[src/rtl/alu_defs_pkg.sv]
// Shared ALU definitions.
//  - ALU_* : 4-bit ALUControl op codes, identical to the ALU control decoder's.
//  - ST_*  : FSM state encodings for alu_iterative.
package alu_defs;

    localparam logic [3:0] ALU_ADD = 4'b0010;
    localparam logic [3:0] ALU_SUB = 4'b0110;
    localparam logic [3:0] ALU_XOR = 4'b0100;
    localparam logic [3:0] ALU_SRL = 4'b0101;

    localparam logic [1:0] ST_IDLE  = 2'd0;
    localparam logic [1:0] ST_SHIFT = 2'd1;
    localparam logic [1:0] ST_DONE  = 2'd2;

endpackage

[src/rtl/alu_iterative.sv]
// Execute-stage ALU with valid/ready on both sides.
//  ADD/SUB/XOR (and SRL by 0) complete in one cycle. SRL by n>=1 runs a
//  1-bit-per-cycle shifter and completes n+1 cycles after accept.
//  Unsupported codes (including X/Z) return result=0, zero=1, illegal=1.
// Ports:
//  clk, rst_n            clock, synchronous active-low reset
//  in_valid / in_ready   request handshake (in_ready high only in IDLE)
//  ALUControl, a, b      op code and operands, sampled only at accept
//  out_valid / out_ready result handshake (out_valid high only in DONE)
//  result, zero, illegal registered outputs, held stable in DONE
module alu_iterative
    import alu_defs::*;
#(
    parameter  int XLEN    = 32,
    localparam int SHAMT_W = $clog2(XLEN)
) (
    input  logic            clk,
    input  logic            rst_n,
    input  logic            in_valid,
    output logic            in_ready,
    input  logic [3:0]      ALUControl,
    input  logic [XLEN-1:0] a,
    input  logic [XLEN-1:0] b,
    output logic            out_valid,
    input  logic            out_ready,
    output logic [XLEN-1:0] result,
    output logic            zero,
    output logic            illegal
);

    logic [1:0]         state;
    logic [XLEN-1:0]    acc;
    logic [SHAMT_W-1:0] count;
    logic [SHAMT_W-1:0] shamt;
    logic [XLEN-1:0]    quick;
    logic               quick_ill;
    logic [XLEN-1:0]    acc_next;

    assign shamt    = b[SHAMT_W-1:0];
    assign acc_next = acc >> 1;

    // Handshake outputs depend on state only.
    assign in_ready  = (state == ST_IDLE);
    assign out_valid = (state == ST_DONE);

    // Single-cycle result. SRL lands here only when shamt==0, so it passes a
    // through. X/Z codes fall to default and are reported as illegal.
    always_comb begin
        quick     = '0;
        quick_ill = 1'b0;
        case (ALUControl)
            ALU_ADD: quick = a + b;
            ALU_SUB: quick = a + ~b + 1'b1;
            ALU_XOR: quick = a ^ b;
            ALU_SRL: quick = a;
            default: quick_ill = 1'b1;
        endcase
    end

    always_ff @(posedge clk) begin
        if (!rst_n) begin
            state   <= ST_IDLE;
            acc     <= '0;
            count   <= '0;
            result  <= '0;
            zero    <= 1'b0;
            illegal <= 1'b0;
        end else begin
            case (state)
                ST_IDLE: begin
                    if (in_valid) begin
                        if (ALUControl == ALU_SRL && shamt != '0) begin
                            acc   <= a;
                            count <= shamt;
                            state <= ST_SHIFT;
                        end else begin
                            result  <= quick;
                            zero    <= (quick == '0);
                            illegal <= quick_ill;
                            state   <= ST_DONE;
                        end
                    end
                end
                ST_SHIFT: begin
                    acc   <= acc_next;
                    count <= count - 1'b1;
                    // Last shift: publish the shifted value directly.
                    if (count == SHAMT_W'(1)) begin
                        result  <= acc_next;
                        zero    <= (acc_next == '0);
                        illegal <= 1'b0;
                        state   <= ST_DONE;
                    end
                end
                ST_DONE: begin
                    if (out_ready) state <= ST_IDLE;
                end
                default: state <= ST_IDLE;
            endcase
        end
    end

endmodule
[config.mk]
export PLATFORM = sky130hd
export DESIGN_NAME = alu_iterative
export DESIGN_NICKNAME = d
export VERILOG_FILES = /design/src/rtl/alu_defs_pkg.sv /design/src/rtl/alu_iterative.sv
export SDC_FILE = /design/constraint.sdc
export NUM_CORES = 1
export LEC_CHECK = 0
export CELL_PAD_IN_SITES_DETAIL_PLACEMENT = 1
export CELL_PAD_IN_SITES_GLOBAL_PLACEMENT = 2
export CORE_MARGIN = 2
export CORE_UTILIZATION = 35
export DETAILED_ROUTE_END_ITERATION = 6
export PLACE_DENSITY_LB_ADDON = 0.05
export SYNTH_ARGS = -nofsm -noshare
export SYNTH_HDL_FRONTEND = slang
export SYNTH_SLANG_ARGS = --single-unit
[constraint.sdc]
create_clock -name clk -period 6.05 [get_ports clk]
set_clock_uncertainty 0.15 [all_clocks]
set_input_delay 1.21 -clock clk [delete_from_list [all_inputs] [get_ports clk]]
set_output_delay 1.21 -clock clk [all_outputs]
set_load 0.02 [all_outputs]
# Yosys cells after proc, flatten, opt, wreduce, memory -nomap -nowiden
# Index checks and enable logic that the tools add are counted.
[classes]
multipliers = 0
addsub = 4
n_lt_le_gt_ge = 0
div_mod_pow = 0
bitwise = 2
mux = 25
shifts = 0
reduce_logical = 10
n_eq_ne = 12
[op_table]
columns = ["op", "count"]
rows = [
  ["$mux 32", 5],
  ["$pmux 32 s2", 2],
  ["$pmux 32 s4", 1],
  ["$add 32x32->32", 2],
  ["$logic_not 32->1", 2],
  ["$add 32x1->32 const B", 1],
  ["$not 32->32", 1],
  ["$xor 32x32->32", 1],
  ["$eq 4x3->1 const B", 3],
  ["$mux 5", 2],
  ["$pmux 5 s2", 1],
  ["$mux 2", 4],
  ["$mux 1", 7],
  ["$ne 2x2->1 const B", 3],
  ["$pmux 2 s3", 1],
  ["$reduce_and 3->1", 2],
  ["$eq 5x1->1 const B", 1],
  ["$reduce_bool 5->1", 1],
  ["$sub 5x1->5 const B", 1],
  ["$eq 4x2->1 const B", 1],
  ["$ne 2x1->1 const B", 2],
  ["$pmux 1 s2", 2],
  ["$reduce_and 4->1", 1],
  ["$reduce_or 4->1", 1],
  ["other kinds (5)", 5],
]
[totals]
romBits = 0
reg_bits = 73
latch_bits = 0
out_inout_bits = 36
word_cells = 59
input_bits = 72
mem_bits_rw = 0
n_memories = 0

# Depth between registers and ports, before layout
# Gate-level depths: netlist of the first run.
[logic_depth]
word_depth = 8
depth_mapped = 14

# Least setup slack after synthesis of the first run
# No wires, ideal clock.
[synth_path]
path_kind = "in2reg"
from = "input port a[0]"
to = "register zero"
required_ns = 5.827
path_slack_ns = 1.916
arrival_time_ns = 3.910
path_stages = 14
path_cell_list = "inv_1 ha_1 fa_1 nand2b_1 a21oi_2 o211a_1 nor2_1 a221oi_2 a41o_1 xnor2_1 o221ai_1 nor4_1 nand4_1 o22ai_2"
[synth_between]
elab_chain_cells = 7
elab_cells_between_ends = 9
classes_between = "add/sub: 3; mux: 4; bitwise: 1; reduce/logical: 1"
[synth_rtl]
columns = ["element", "line", "text"]
rows = [
  ["from (decl)", "alu_iterative.sv:22", "input logic [XLEN-1:0] a,"],
  ["$add 32x32->32", "alu_iterative.sv:53", "ALU_SUB: quick = a + ~b + 1'b1;"],
  ["$add 32x1->32", "alu_iterative.sv:53", ""],
  ["$pmux 32 s4 *", "alu_iterative.sv:51", "case (ALUControl)"],
  ["$logic_not 32->1 *", "alu_iterative.sv:78", "zero <= (quick == '0);"],
  ["$mux 1 *", "alu_iterative.sv:72", "if (ALUControl == ALU_SRL && shamt != '0) begin"],
  ["$mux 1 *", "alu_iterative.sv:71", "if (in_valid) begin"],
  ["$pmux 1 s2 *", "alu_iterative.sv:69", "case (state)"],
  ["to (signal assigned)", "alu_iterative.sv:78", ""],
  ["to (signal assigned)", "alu_iterative.sv:90", "zero <= (acc_next == '0);"],
  ["to (decl)", "alu_iterative.sv:27", "output logic zero,"],
]
# Every way passes the cells marked *; elsewhere a longest branch is shown, timed or not. The select of a mux whose other input is x is not followed.
# A chain may end at the register's enable or synchronous reset.

# Worst setup path after layout of the first run
# Same ends and word-level chain as after synthesis.

==> results_dict.tcl, run 1 <==
set metrics [dict create \
    status "complete, no violations" \
    yosysUniqueCellTypes 95 \
    synth_edf_count 0 \
    rr_endpoint "zero" \
    num_rows 56 \
    post-route-drc-count 0 \
    tightest_slew_ps 1170 \
    cap_violations 0 \
    num_antenna_cells 0 \
    grt_antenna_before_repair 0 \
    min_from "result[21]" \
    drt-wirelength-per-cell_um 24.2 \
    synth_ff_type "dfxtp_1" \
    ys_seq_elements 72 \
    worstRegToRegCells 8 \
    fin_nets 1393 \
    vdd_drop_max_mv 0.147 \
    finalCriticalPeriod_ps 5240 \
    die_w_um 157 \
    async_flop_share_pct 0 \
    wl_met2_um 16900 \
    grt-ovfl-total 0 \
    core_sq_um 23300 \
    hold_class "flop to flop" \
    dr.pass1.iters 5 \
    r2r_slack_ps 3570 \
    netSwitchingFraction_pct 39.8 \
    cts_tree "built" \
    wl_um 38200 \
    max_freq_ghz 0.191 \
    avgSynthCellArea_sq_um 6.97 \
    cts.repair.resized 0 \
    p_switching_uw 723 \
    route.antenna.remaining_nets 0 \
    gp_routability_congestion 0.953 \
    vias_per_cell 6.11 \
    cts_hold_buf 0 \
    dp_hpwl_um 29600 \
    holdPathEnd "result[21]" \
    grt_pass1_vias 9278 \
    ioPinCount 108 \
    power_frac_seq_pct 28.3 \
    wl_met3_um 2040 \
    cp-end-kind "flop" \
    cp.arrival_ps 5370 \
    grt_usage_pct 30.8 \
    cts.sinks 72 \
    crit_chain "clkdlybuf4s50_1, inv_1, ha_1, fa_1, nand2b_1, a21oi_2, o211a_1, nor2_1, a221oi_2, a41o_1, xnor2_1, o221ai_1, nor4_1, nand4_1, o22ai_2" \
    vias 9648 \
    yosys-top-cells-area "dfxtp_1, ha_1, nor2_1, nand2_1, a21oi_1" \
    netlist_instances 1181 \
    drive_gt1_share_pct 7.86 \
    die_area_sq_um 24800 \
    ys_seq_area_share_pct 17.5 \
    drtIter0Drc 691 \
    critPathMaxFanout 7 \
    grt_pass1_wl_um 57900 \
    postCtsSetupBuffers 0 \
    n_fill_cell 2976 \
    synth_top_area_share_pct 17.5 \
    critPathLaunchType "input port" \
    clockRootBuffer "clkbuf_16" \
    path_clk_slew_ps 60 \
    area_growth_pct 20.7 \
    h-tree-depth 3 \
    initial_utilization_pct 35.4 \
    fin_crit_sh_pct 86.6 \
    cp.required_ps 6180 \
    crit_slowest_cell "a221oi_2" \
    relSlewSlack_pct 21.4 \
    p_int_uw 1090 \
    cts_made_buffers 9 \
    grt_max_degree 55 \
    finalSetupViolCount 0 \
    finalHoldViolCount 0 \
    wl_met1_um 18300 \
    synth_most_common_cell "nor2_1" \
    power_density_nw_per_um2 183 \
    grt_setup_unrepaired "false" \
    die_height_um 157 \
    synth_commonest_cells "nor2_1, nand2_1, a21oi_1, dfxtp_1, ha_1" \
    worst-setup-path-type "input port to flop" \
    clockPowerShare_pct 29.8 \
    fin_setup_tns_ps 0 \
    clockBufferDepth 2 \
    synth_top_area_cell "dfxtp_1" \
    maxUsedRoutingLayer "met4" \
    p_leak_uw 0.00379 \
    timing.rr.start "count[0]" \
    yosys_warnings 0 \
    synthesis.area_sq_um 8240 \
    portBuffers 107 \
    p_comb_share_pct 42.0 \
    report.final.slew_viol_count 0 \
    clock_latency_ps 350 \
    holdPathStages 2 \
    total_power_uw 1820 \
    cp_slowest_stage_delay_ps 620 \
    syn_nets 1320 \
]
## kinds of logic after synthesis
| group | share of synthesized area (%) |
|---|---|
| fa+ha+maj | 10.4 |
| xor+xnor | 0.532 |
| flops | 17.5 |
| buf+inv | 7.11 |
| mux | 1.35 |
| simple gates | 27.0 |
| compound gates | 36.2 |
## power groups by stage
stage,clock [uW],sequential [uW],combinational (uW)
after floorplan,0,529,456
after global placement,0,523,745
after detailed placement,0,523,746
after CTS,548,513,750
after global routing,565,515,824
final,540,513,762
## worst max-delay path, delay by kind of cell
family | cells | cell delay [ps]
compound gates | 6 | 1880
xor+xnor | 1 | 120
fa+ha+maj | 2 | 640
buf+inv | 2 | 600
simple gates | 4 | 910
## layer usage
| metal | up-vias | global-route usage [%] |
|---|---|---|
| met5 | - | 0 |
| met4 | 0 | 9.13 |
| met3 | 58 | 3.39 |
| met2 | 326 | 48.1 |
| met1 | 4738 | 44.3 |
| li1 | 4526 | - |
## layout by cell type, fill, tap and decap left out, types with 13 or more instances in the layout
| master | n |
|---|---|
| nand2b_1 | 16 |
| a221oi_1 | 22 |
| inv_1 | 62 |
| buf_4 | 28 |
| o21ai_0 | 64 |
| nor3_1 | 25 |
| nor2_1 | 162 |
| o211ai_1 | 20 |
| a311oi_1 | 33 |
| nand4_1 | 13 |
| clkdlybuf4s50_1 | 107 |
| dfxtp_1 | 72 |
| nor2b_1 | 25 |
| ha_1 | 65 |
| nand2_1 | 138 |
| a21oi_1 | 96 |
| nand3_1 | 26 |
## state kept, by name (all words and copies together), names as in the netlist
register,count
state,2
zero,1
illegal,1
result,32
count,5
acc,31
## stage by stage
step	cell area (sq um)	hold slack (ps)	std cells	utilization (%)	setup slack, ps
CTS	9940	308	1578	42.7	876
detailed placement	9650	300	1562	41.5	555
finish	9940	302	1578	42.7	810
global placement	9650	290	1562	41.5	557
global route	9940	337	1578	42.7	568
floorplan	8240	305	1181	-	1920
## how the worst max path moves through the flow
stage	startpoint	slack (ps)	depth (start not counted)	end
2_1_floorplan	a[0]	1920	14	zero
3_3_place_gp	a[0]	560	15	zero
3_5_place_dp	a[0]	550	15	zero
4_1_cts	a[1]	880	14	zero
5_1_grt	a[1]	570	14	zero
6_report	a[0]	810	15	zero
## area by class of cell
type / count / area (sq um) / area share (%)
flip-flops and latches: 72 / 1440 / 14.5
well taps: 319 / 399 / 4.02
clock buffers: 11 / 233 / 2.34
multi-input cells: 967 / 6240 / 62.7
repair buffers: 137 / 1320 / 13.3
inverters: 67 / 251 / 2.53
clock inverters: 5 / 57.6 / 0.579
(Power assumes the default switching activity.)
==> run 2, diff against run 1 <==
--- a/config.mk
+++ b/config.mk
@@ -8,7 +8,8 @@
 export CELL_PAD_IN_SITES_DETAIL_PLACEMENT = 1
 export CELL_PAD_IN_SITES_GLOBAL_PLACEMENT = 2
 export CORE_MARGIN = 2
-export CORE_UTILIZATION = 35
+export CORE_UTILIZATION = 30
+export CTS_BUF_LIST = sky130_fd_sc_hd__clkbuf_8
 export DETAILED_ROUTE_END_ITERATION = 6
 export PLACE_DENSITY_LB_ADDON = 0.05
 export SYNTH_ARGS = -nofsm -noshare
==> run 2 against run 1 <==
- via count stayed put
- combinational power is 1% higher
- wire length is 3.8% higher
- count of clock-buffer cells in the layout is 1 lower
- largest power group unchanged
==> results_dict.tcl, run 2 (synthesized netlist as in run 1, its figures left out) <==
set metrics [dict create \
    finalSetupViolCount 0 \
    wl_um 39600 \
    r2r_slack_ps 3410 \
    placed_area_sq_um 9740 \
    drive_gt1_share_pct 8.60 \
    area_growth_pct 20.7 \
    grt-ovfl-total 0 \
    finalCriticalPeriod_ps 5320 \
    p_leak_uw 0.00380 \
    grt_use_met2_pct 45.4 \
    ioPinCount 108 \
    gp_routability_congestion 0.889 \
    tightest_slew_ps 985 \
    cap_violations 0 \
    largest_register_ffs 32 \
    critPathLaunchType "input port" \
    post-route-drc-count 0 \
    clockPowerShare_pct 24.9 \
    drt-wirelength-per-cell_um 24.6 \
    grt_pass1_wl_um 59500 \
    netSwitchingFraction_pct 42.5 \
    multiInputGateArea_sq_um 6240 \
    grt_antenna_before_repair 0 \
    final_cell_mix "nor2_1, nand2_1, clkdlybuf4s50_1, a21oi_1, dfxtp_1" \
    relSlewSlack_pct 34.4 \
    dr.pass1.iters 5 \
    max_flop_register "result" \
    dp_slack_ps 439 \
    met1_usage_pct 37.5 \
    worst_slack_ps 731 \
    num_rows 60 \
    fin_setup_tns_ps 0 \
    cts.sinks 72 \
    vdd_drop_max_mv 0.0972 \
    p_switching_uw 726 \
    vias_per_cell 6.00 \
    power_frac_seq_pct 30.0 \
    num_antenna_cells 0 \
    grt_use_met3_pct 3.19 \
    status "complete, no violations" \
    cts_made_buffers 9 \
    vias 9648 \
    grt_max_degree 49 \
    worst-setup-path-type "input port to flop" \
    die_area_sq_um 28800 \
    clockBufferDepth 2 \
    die_height_um 170 \
    clock_latency_ps 390 \
    cp-end-kind "flop" \
    cp.required_ps 6220 \
    clockRootBuffer "clkbuf_8" \
    hold_class "flop to flop" \
    power_density_nw_per_um2 172 \
    regArea_sq_um 1440 \
    route.antenna.remaining_nets 0 \
    cts_tree "built" \
    n_fill_cell 3329 \
    portBuffers 107 \
    h-tree-depth 3 \
    fin_crit_sh_pct 87.9 \
    drtIter0Drc 679 \
    grt_usage_pct 27.3 \
    cts.repair.resized 0 \
    report.final.slew_viol_count 0 \
    core_sq_um 27000 \
    critPathMaxFanout 7 \
    grt-busiest-layer "met2" \
    p_comb_share_pct 45.1 \
    grt_pass1_vias 9580 \
    cts_hold_buf 0 \
    max_freq_ghz 0.188 \
    finalHoldViolCount 0 \
    dp_hpwl_um 31300 \
    cp.arrival_ps 5490 \
    final_common_cell "nor2_1" \
    initial_utilization_pct 30.6 \
    die_w_um 170 \
    reg_top3 "result: 32 flops, acc: 31 flops, count: 5 flops" \
    p_int_uw 981 \
    grt_setup_unrepaired "false" \
    final_area_sq_um 9940 \
    postCtsSetupBuffers 0 \
    path_clk_slew_ps 90 \
    fin_nets 1401 \
]
[run 2: layout make-up]
class	instances	share of cell area (%)
clock buffer	10	1.38
clock inverter	6	0.680
inverter	67	2.53
multi-input combinational	967	62.7
sequential	72	14.5
tap	341	4.29
timing repair buffer	145	13.9
[run 2: worst paths after layout]
kind	start	to	cells after the start
worst max-delay path	b[0]	zero	14
worst min-delay path	result[21]	result[21]	2
worst max register to register	state[0]	zero	11
worst min register to register	result[21]	result[21]	2
[run 2: worst max-delay path, stage by stage]
cell and delay [ps]:
clkdlybuf4s50_1 560, ha_1 280, fa_1 450, nand2b_1 220, a21oi_2 290, o211a_1 330, nor2_1 130, a221oi_2 690
mux2i_1 270, and4b_1 350, o2111ai_1 150, nor4_1 280, nand4_1 160, o22ai_2 130
[run 2: layer usage]
layer / vias up / share of wire, %
met2: 268 / 46
met1: 4795 / 48
li1: 4530 / -
met4: 0 / 2.3
met5: - / 0
met3: 55 / 4.1
[run 2: power by group through the flow]
stage	Sequential, uW	Clock (uW)	Combinational, uW
2_1_floorplan	529	0	456
3_3_place_gp	524	0	758
3_5_place_dp	524	0	758
4_1_cts	513	433	762
5_1_grt	515	454	834
6_report	512	424	770
[run 2: per-stage QoR]
stage	hold slack [ps]	total power, uW	cells	util (%)
4_1_cts	332	1710	1608	36.9
2_1_floorplan	305	986	1181	-
3_3_place_gp	321	1280	1592	36.1
5_1_grt	360	1800	1608	36.9
6_report	324	1710	1608	36.9
3_5_place_dp	323	1280	1592	36.1
==> run 3, diff against run 2 <==
--- a/config.mk
+++ b/config.mk
@@ -7,7 +7,7 @@
 export LEC_CHECK = 0
 export CELL_PAD_IN_SITES_DETAIL_PLACEMENT = 1
 export CELL_PAD_IN_SITES_GLOBAL_PLACEMENT = 2
-export CORE_MARGIN = 2
+export CORE_ASPECT_RATIO = 1.5
 export CORE_UTILIZATION = 30
 export CTS_BUF_LIST = sky130_fd_sc_hd__clkbuf_8
 export DETAILED_ROUTE_END_ITERATION = 6
==> run 3 against run 2 <==
- sequential cell count unchanged
- power down 0.87%
- wire length down 1.8%
- clock power down 3%
- final cell count down 1.1%
- combinational power about the same
- first-iteration DRC count down 21%
- worst setup slack better by 190 ps
- critical path depth down 1
- non-clock buffer count down 12
- count of clock-buffer cells in the layout up 2
- largest cell class unchanged
==> results_dict.tcl, run 3 (synthesized netlist as in run 1, its figures left out) <==
set metrics [dict create \
    min_from "result[21]" \
    die_area_sq_um 28100 \
    post-route-drc-count 0 \
    final_cell_mix "nor2_1, nand2_1, clkdlybuf4s50_1, a21oi_1, dfxtp_1" \
    worst-setup-path-type "input port to flop" \
    status "complete, no violations" \
    cts_tree "built" \
    cts_made_buffers 9 \
    initial_utilization_pct 30.8 \
    max_freq_ghz 0.195 \
    drtIter0Drc 536 \
    vias_per_cell 5.99 \
    holdPathEnd "result[21]" \
    final-instance-count-excl-fill 1591 \
    rr_endpoint "result[27]" \
    grt_setup_unrepaired "false" \
    relSlewSlack_pct 25.2 \
    clockBufferDepth 2 \
    cp_slowest_stage_delay_ps 730 \
    route.antenna.remaining_nets 0 \
    area_growth_pct 19.7 \
    cp.required_ps 6190 \
    fin_nets 1389 \
    timing.rr.start "count[0]" \
    finalCriticalPeriod_ps 5130 \
    dp.cells 1576 \
    cts.sinks 72 \
    clock_latency_ps 370 \
    crit_cells 13 \
    worst_slack_ps 918 \
    wl_um 38900 \
    dp_hpwl_um 31100 \
    cts.repair.resized 0 \
    r2r_slack_ps 3230 \
    drive_gt1_share_pct 7.66 \
    power_density_nw_per_um2 172 \
    grt_antenna_before_repair 0 \
    path_clk_slew_ps 80 \
    dp_slack_ps 566 \
    portBuffers 107 \
    finalSetupViolCount 0 \
    ioPinCount 108 \
    critPathTopFamily "compound AO/OA/AOI/OAI gates" \
    crit_chain "clkdlybuf4s50_1, ha_1, nor2b_1, nor2_1, o31ai_1, a311oi_1, o211ai_1, a21boi_1, o32ai_1, or3b_1, nor4_2, nand4_1, o22ai_2" \
    cp-end-kind "flop" \
    num_rows 73 \
    crit_slowest_cell "ha_1" \
    grt_max_degree 53 \
    drt-wirelength-per-cell_um 24.5 \
    holdPathStages 2 \
    p_leak_uw 0.00376 \
    dr.pass1.iters 5 \
    fin_setup_tns_ps 0 \
    vdd_drop_max_mv 0.225 \
    die_height_um 205 \
    n_fill_cell 3365 \
    multiInputGateArea_sq_um 6240 \
    critPathLaunchType "input port" \
    final_common_cell "nor2_1" \
    finalHoldViolCount 0 \
    hold_class "flop to flop" \
    grt_pass1_vias 9535 \
    total_power_uw 1690 \
    num_antenna_cells 0 \
    final_core_util_pct 36.8 \
    largest_register_ffs 32 \
    max_flop_register "result" \
    postCtsSetupBuffers 0 \
    tightest_slew_ps 1120 \
    grt-ovfl-total 0 \
    clockRootBuffer "clkbuf_8" \
    fin_crit_sh_pct 84.8 \
    cap_violations 0 \
    report.final.slew_viol_count 0 \
    core_sq_um 26800 \
    regArea_sq_um 1440 \
    critPathMaxFanout 15 \
    cp.arrival_ps 5280 \
    grt_usage_pct 28.3 \
    worst-path-buf-inv 1 \
    grt_pass1_wl_um 59100 \
    h-tree-depth 3 \
    worstRegToRegCells 8 \
    vias 9527 \
    gp_routability_congestion 0.902 \
    die_w_um 137 \
    cts_hold_buf 0 \
    reg_top3 "result: 32 flops, acc: 31 flops, count: 5 flops" \
]
## run 3: cell count changes in the layout (fill, tap and decap cells not counted)
cell / delta
buf_4: -13
clkbuf_8: +2
clkinvlp_4: -2
buf_12: +1
clkinv_2: +1
clkinv_4: -1
inv_6: -1
## run 3: metrics by stage
step	hold WS [ps]	area, sq um
global route	347	9860
floorplan	305	8240
finish	313	9860
global placement	295	9650
detailed placement	307	9650
CTS	318	9860
## run 3: routing by layer
| layer | track usage [%] | vias to the layer above | part of all wire (%) |
|---|---|---|---|
| met5 | 0 | - | 0 |
| met3 | 2.77 | 76 | 4.3 |
| met4 | 12.0 | 0 | 3.6 |
| li1 | - | 4516 | - |
| met2 | 48.1 | 310 | 48 |
| met1 | 35.9 | 4625 | 44 |
## run 3: tightest hold or removal path: cells and delay by family (launching register included)
| kind | cells | cell delay [ps] |
|---|---|---|
| compound gates | 1 | 50 |
| flops | 1 | 310 |
| simple gates | 1 | 60 |
## run 3: cell type report
cell class	instances	area share [%]
multi-input cells	967	63.2
flip-flops and latches	72	14.6
repair buffers	133	13.2
well taps	337	4.28
inverters	67	2.55
clock buffers	12	1.68
clock inverters	3	0.406
## run 3: how the worst max path moves through the flow
stage / to / slack [ps] / from
floorplan: zero / 1920 / a[0]
global placement: zero / 490 / a[14]
detailed placement: zero / 570 / a[14]
CTS: zero / 950 / a[14]
global route: zero / 730 / a[14]
finish: zero / 920 / a[14]
## run 3: report_power, final
part / switching, uW / total (uW) / internal [uW]
clock: 189 / 410 / 221
sequential: 16.8 / 511 / 494
combinational: 490 / 771 / 281
